File: config.mk
export PLATFORM = sky130hd
export DESIGN_NAME = frac_lutk_cfg
export DESIGN_NICKNAME = d
export VERILOG_FILES = /design/src/rtl/frac_lutk_cfg.sv
export SDC_FILE = /design/constraint.sdc
export NUM_CORES = 1
export LEC_CHECK = 0
export BUFFER_PORTS_ARGS = -buffer_cell sky130_fd_sc_hd__buf_2
export CAP_MARGIN = 5
export CORE_UTILIZATION = 49
export DETAILED_ROUTE_END_ITERATION = 7
export MAX_ROUTING_LAYER = met4
export PLACE_DENSITY = 0.66
export SETUP_SLACK_MARGIN = 0.15
export SLEW_MARGIN = 40
export SYNTH_ARGS = -nofsm -noshare
export SYNTH_HDL_FRONTEND = slang
export SYNTH_SLANG_ARGS = --single-unit
File: constraint.sdc
create_clock -name clk -period 2 [get_ports clk]
set_input_delay 0.1 -clock clk [delete_from_list [all_inputs] [get_ports clk]]
set_output_delay 0.1 -clock clk [all_outputs]
set_load 0.005 [all_outputs]
File: src/rtl/frac_lutk_cfg.sv
// Fracturable K-input LUT with a serial configuration chain, optional output
// registers and a load-length counter that flags a complete configuration.
module frac_lutk_cfg #(
   parameter int unsigned K = 6
) (
   input  logic         clk,
   input  logic         resetb,
   input  logic [K-1:0] in,
   input  logic         config_en,
   input  logic         ccff_head,
   output logic         ccff_tail,
   output logic         lutk_out,
   output logic [1:0]   lutk1_out,
   output logic         cfg_done
);

   localparam int unsigned NBITS = (1 << K) + 2;
   localparam int unsigned CW    = $clog2(NBITS + 1);
   localparam logic [CW-1:0] CNT_DONE = CW'(NBITS);
   localparam logic [CW-1:0] CNT_MAX  = CW'(NBITS + 1);

   logic [NBITS-1:0] cfg_q, cfg_d;
   logic [CW-1:0]    count_q, count_d;
   logic             config_en_d_q, config_en_d_d;
   logic             done_q, done_d;
   logic [2:0]       out_q, out_d;

   logic [K-1:0]     idx_lo, idx_hi;
   logic             mode, reg_en;
   logic             f0, f1, fk;

   // Lower half of the truth table feeds f0, upper half feeds f1.
   always_comb begin
      idx_lo = {1'b0, in[K-2:0]};
      idx_hi = {1'b1, in[K-2:0]};
      mode   = cfg_q[NBITS-2];
      reg_en = cfg_q[NBITS-1];
      f0     = cfg_q[idx_lo];
      f1     = cfg_q[idx_hi];
      fk     = (mode || in[K-1]) ? f1 : f0;
   end

   always_comb begin
      cfg_d         = cfg_q;
      count_d       = count_q;
      out_d         = out_q;
      config_en_d_d = config_en;
      if (config_en) begin
         cfg_d = {cfg_q[NBITS-2:0], ccff_head};
         if (!config_en_d_q)
            count_d = CW'(1);
         else if (count_q != CNT_MAX)
            count_d = count_q + CW'(1);
      end else begin
         out_d = {fk, f0, f1};
      end
      // Registered from the next count so cfg_done never sees config_en combinationally.
      done_d = (count_d == CNT_DONE);
   end

   always_ff @(posedge clk or negedge resetb) begin
      if (!resetb) begin
         cfg_q         <= '0;
         count_q       <= '0;
         config_en_d_q <= 1'b0;
         done_q        <= 1'b0;
         out_q         <= '0;
      end else begin
         cfg_q         <= cfg_d;
         count_q       <= count_d;
         config_en_d_q <= config_en_d_d;
         done_q        <= done_d;
         out_q         <= out_d;
      end
   end

   always_comb begin
      ccff_tail = cfg_q[NBITS-1];
      cfg_done  = done_q;
      if (reg_en) begin
         lutk_out  = out_q[2];
         lutk1_out = out_q[1:0];
      end else begin
         lutk_out  = fk;
         lutk1_out = {f0, f1};
      end
   end

endmodule

## After elaboration in Yosys (flattened, before gate mapping)

Index checks and enable logic that the tools add are counted.

- Add/sub/neg operators: 1
- Order comparisons: 2
- Eq/ne operators: 2
- Muxes and demuxes: 10
- Reductions and logical operators: 1

Operators by type and width:

| kind | number |
|---|---|
| $mux W7 | 3 |
| $bmux W1 S5 | 2 |
| $lt A5 B8 Y1 const B | 1 |
| $lt A6 B8 Y1 const B | 1 |
| $add A7 B1 Y7 const B | 1 |
| $eq A7 B7 Y1 const B | 1 |
| $ne A7 B7 Y1 const B | 1 |
| $mux W1 | 4 |
| $mux W2 | 1 |
| $logic_or A1 B1 Y1 | 1 |

- Flip-flop bits (word level): 78
- Input port bits: 10
- Word-level logic and storage cells: 21

## Logic depth before layout (Yosys ltp)

- Word-level depth: 5
- Mapped depth: 8
- Depth with buffers taken out: 7

## Least setup slack after synthesis

No wires, ideal clock.

- Kind: flip-flop to flip-flop
- Start: register count_q[3]
- End: register done_q (netlist: cfg_done)
- Arrival: 1.772 ns
- Data required time: 1.904 ns
- Slack: 0.132 ns
- Cell stages (with the launch flop): 6
- Buffers on the path: 0
- Period minus slack after synthesis: 1.868 ns
- Cells stage by stage: dfrtp_1 -> or4b_4 -> o31a_1 -> mux2_2 -> nand4bb_1 -> nor4_2

- Cells in the longest elaborated chain, start to end: 5
- Elaborated cells on any way between the ends: 6
- Those cells by class: 1 x add/sub; 2 x eq/ne; 3 x mux

Ends and longest elaborated chain:

| what | line | source |
|---|---|---|
| from (decl) | 23 | `logic [CW-1:0] count_q, count_d;` |
| from (signal assigned) | 70 | `count_q <= count_d;` |
| $ne A7 B7 Y1 | 52 | `else if (count_q != CNT_MAX)` |
| $mux W7 | 52 |  |
| $mux W7 | 50 | `if (!config_en_d_q)` |
| $mux W7 | 48 | `if (config_en) begin` |
| named net count_d[0] | 23 |  |
| $eq A7 B7 Y1 | 58 | `done_d = (count_d == CNT_DONE);` |
| named net done_d | 25 | `logic done_q, done_d;` |
| to (signal assigned) | 72 | `done_q <= done_d;` |
| to (decl) | 25 |  |

The timed path passes the listed nets, and every way through them passes these cells.
A chain may end at the register's enable or synchronous reset.

## Worst setup path after layout

- Start: register cfg_q[13]
- End: output port lutk1_out[1]

- Cells in the longest elaborated chain, start to end: 3

Ends and longest elaborated chain:

| what | line | source |
|---|---|---|
| from (decl) | 22 | `logic [NBITS-1:0] cfg_q, cfg_d;` |
| from (signal assigned) | 69 | `cfg_q <= cfg_d;` |
| $bmux W1 S5 | 38 | `f0 = cfg_q[idx_lo];` |
| $mux W1 (not written as such) | 38 |  |
| $mux W2 | 80 | `if (reg_en) begin` |
| to (decl) | 13 | `output logic [1:0] lutk1_out,` |

No other way between the ends. The select of a mux whose other input is x is not followed.

==> reports/metrics.csv <==
metric,value,unit
status,"finished, final reports clean",
DIE AREA,7738,sq um
hpwl dp,4138,um
Sum Neg Setup Slack,0,ns
Sw Share,0.2541,
first-pass GRT wire length,10830,um
Mean Syn Cell Area,13.22,sq um
Post-Syn Area,3621,sq um
CP arrival,1.82,ns
Synth-to-Final Area Change,17.93,%
# rows,30,
fill count,585,
Syn Inst Count,274,
Layout Skew,0.007032,ns
IO Port Bufs,14,
final setup fails,0,
global-route usage over all layers,0.1948,
fin nets,322,
drt total wl,6451,um
clock slew at reported path FFs,0.08,ns
share of post-route cells with drive strength above 1,0.4367,
number of routed nets with antenna violations,0,
slowest CP cell,dfrtp_1,
maxcap violations,0,
Max Fclk,520.1,MHz
WHS,0.1364,ns
Root Driver,clkbuf_8,
crit-path max FO,3,
area of the multi-input gates,1643,sq um
initial antenna violation count,0,
worst hold path class,primary input to flop,
Antenna diodes,0,
endpoint class of the critical path,output port,
P_int,3.050,mW
htree depth,3,
Synth cell types,30,
CP top delay family,flip-flops,
drt via density,5.553,
Syn Nets,285,
NetSw,1.039,mW
Peak VDD IR,716.4,uV
CTS Buf Count,9,
Starting Density,0.5186,
"count leader, synth",dfrtp_1,
Clk pwr share,0.315,
vias in the first global route,2203,
Synthesis Warnings,0,
leading area contributor after synthesis,dfrtp_1,
CTS tree,yes,
Startpoint Class,flop,
# IOs,15,
"Seq/Total Area, Yosys",0.5390,
period utilization,0.9613,
CP Cell Sequence,"mux2i_1, a22oi_1, nand2_1, o21ai_2, or2_4, mux2_4, buf_6",
Pre-Repair DR Iteration Count,5,
relative slew slack,0.6473,
Via Count,2288,
final cell count without fillers,412,
CTS max path bufs,2,
fin crit period,1.923,ns
clock sink count,78,
Post-synth EDFFs,0,
Residual DRC,0,
largest net degree at the start of global routing,45,
Routed WL per cell,15.66,um
largest stage delay on the critical path,0.40,ns
Die W,87.97,um
Post-synth ARST share,1.000,
final hold viol count,0,
register area,1952,sq um
worst path required time,1.90,ns
Die Ht,87.97,um
synth cell count leaders,"78 x dfrtp_1, 71 x mux2_2, 32 x mux2i_1",
logic gate share of total power,0.186,
RSZ-0062 raised after global routing,yes,
Design Power,4.089,mW
Placer Congestion,0.8768,
leading post-synthesis cells by cell area,"dfrtp_1 54%, mux2_2 22%, mux2i_1 8.8%, a22oi_1 3.3%, o21ai_0 1.2%",
worst skew pair latency,0.35,ns
number of DRC markers in iteration 0,170,
leakage,2.049,nW
Synth Flop Type,dfrtp_1,
pins over their slew limit,0,
critical setup path kind,flop to output port,
pwr/cell area,957.5,nW/um^2
Core ar.,6982,sq um
Congestion Overflow GR,0,
Slew @ Worst Pin,0.5291,ns
Reg power frac,0.499,
share of the synthesized area in the top cell type,0.5390,
Worst Path Buf+Inv,1,
post-synthesis register bit count,78,
Inst Count DP,380,
utilization of the core after routing,0.6116,
-- final cells by class --
cell class | instances | share of cell area
Inverter | 3 | 0.002637
Tap cell | 96 | 0.02813
Timing Repair Buffer | 41 | 0.07501
Clock inverter | 5 | 0.01934
Clock buffer | 11 | 0.03311
Sequential cell | 78 | 0.4571
Multi-Input combinational cell | 178 | 0.3847
-- cells by family (layout without fill, tap and decap cells) --
logic type / count (synthesis) / count (layout) / share of synthesized area
compound gates: 36 / 36 / 0.06842
simple gates: 38 / 38 / 0.05977
fa+ha+maj: 1 / 1 / 0.003455
flops: 78 / 78 / 0.5390
mux: 103 / 103 / 0.3093
buf+inv: 18 / 60 / 0.02004
-- worst paths after layout --
path | to | slack [ns] | cells after the start | from
max reg2reg | cfg_done | 0.10 | 5 | count_q[5]
max in group asynchronous | cfg_q[41] | 1.09 | 3 | resetb
min in group asynchronous | cfg_q[27] | 0.27 | 2 | resetb
min reg2reg | out_q[2] | 0.49 | 2 | out_q[2]
max | lutk1_out[1] | 0.08 | 7 | cfg_q[13]
min | out_q[2] | 0.14 | 3 | in[5]
-- sequential cells by signal (all words and copies together), names as in the netlist --
register       count
count_q            7
config_en_d_q      1
out_q              3
cfg_q             66
cfg_done           1
-- layout by cell type (no fill, tap or decap), drive strengths merged --
cell,count
dfrtp,78
a32o,1
mux2,71
o21ai,9
nor4,2
or4b,1
o22ai,3
nor3,1
bufinv,2
o211ai,1
or2,3
buf,38
nand3,3
o31ai,5
nand4,2
dlygate4sd3,3
mux2i,32
clkinvlp,3
nor2b,2
clkbuf,11
nor2,3
nand2b,3
a22oi,16
ha,1
and2,1
and3,4
inv,3
o31a,1
nand2,12
nand4bb,1
-- metrics by stage --
stage / setup WS [ns] / cell area [sq um]
6_report: 0.07737 / 4270
3_5_place_dp: 0.03124 / 3860
2_1_floorplan: 0.1642 / 3621
5_1_grt: -0.02843 / 4270
3_3_place_gp: 0.1047 / 3860
4_1_cts: 0.06460 / 4228
-- metal layers --
metal | GRT usage | part of all wire
met1 | 0.2652 | 0.50
met2 | 0.2727 | 0.43
met3 | 0.06598 | 0.043
met4 | 0.06259 | 0.018
met5 | - | 0
-- power groups by stage --
stage,clock network (mW),logic [mW],registers (mW)
after floorplan,0,0.501,2.02
after global placement,0,0.633,2.08
after detailed placement,0,0.645,2.08
after CTS,1.34,0.741,2.04
after global routing,1.38,0.842,2.08
final,1.29,0.760,2.04
-- worst reg2reg max path, cell delays in order (launching register included) --
cell	delay (ns)
dfrtp_1	0.38
or4b_4	0.55
o31a_1	0.27
mux2_2	0.27
nand4bb_1	0.20
nor4_2	0.15
-- timing repair --
action,4_1_cts,5_1_grt
setup buffers,11,2
hold buffers,3,0
cloned,0,0
resized for setup,9,7
hold endpoints to repair,43,0
pin swaps,10,1
endpoints found under the setup margin,4,5
No activity file was read; power rests on OpenSTA's default activity.
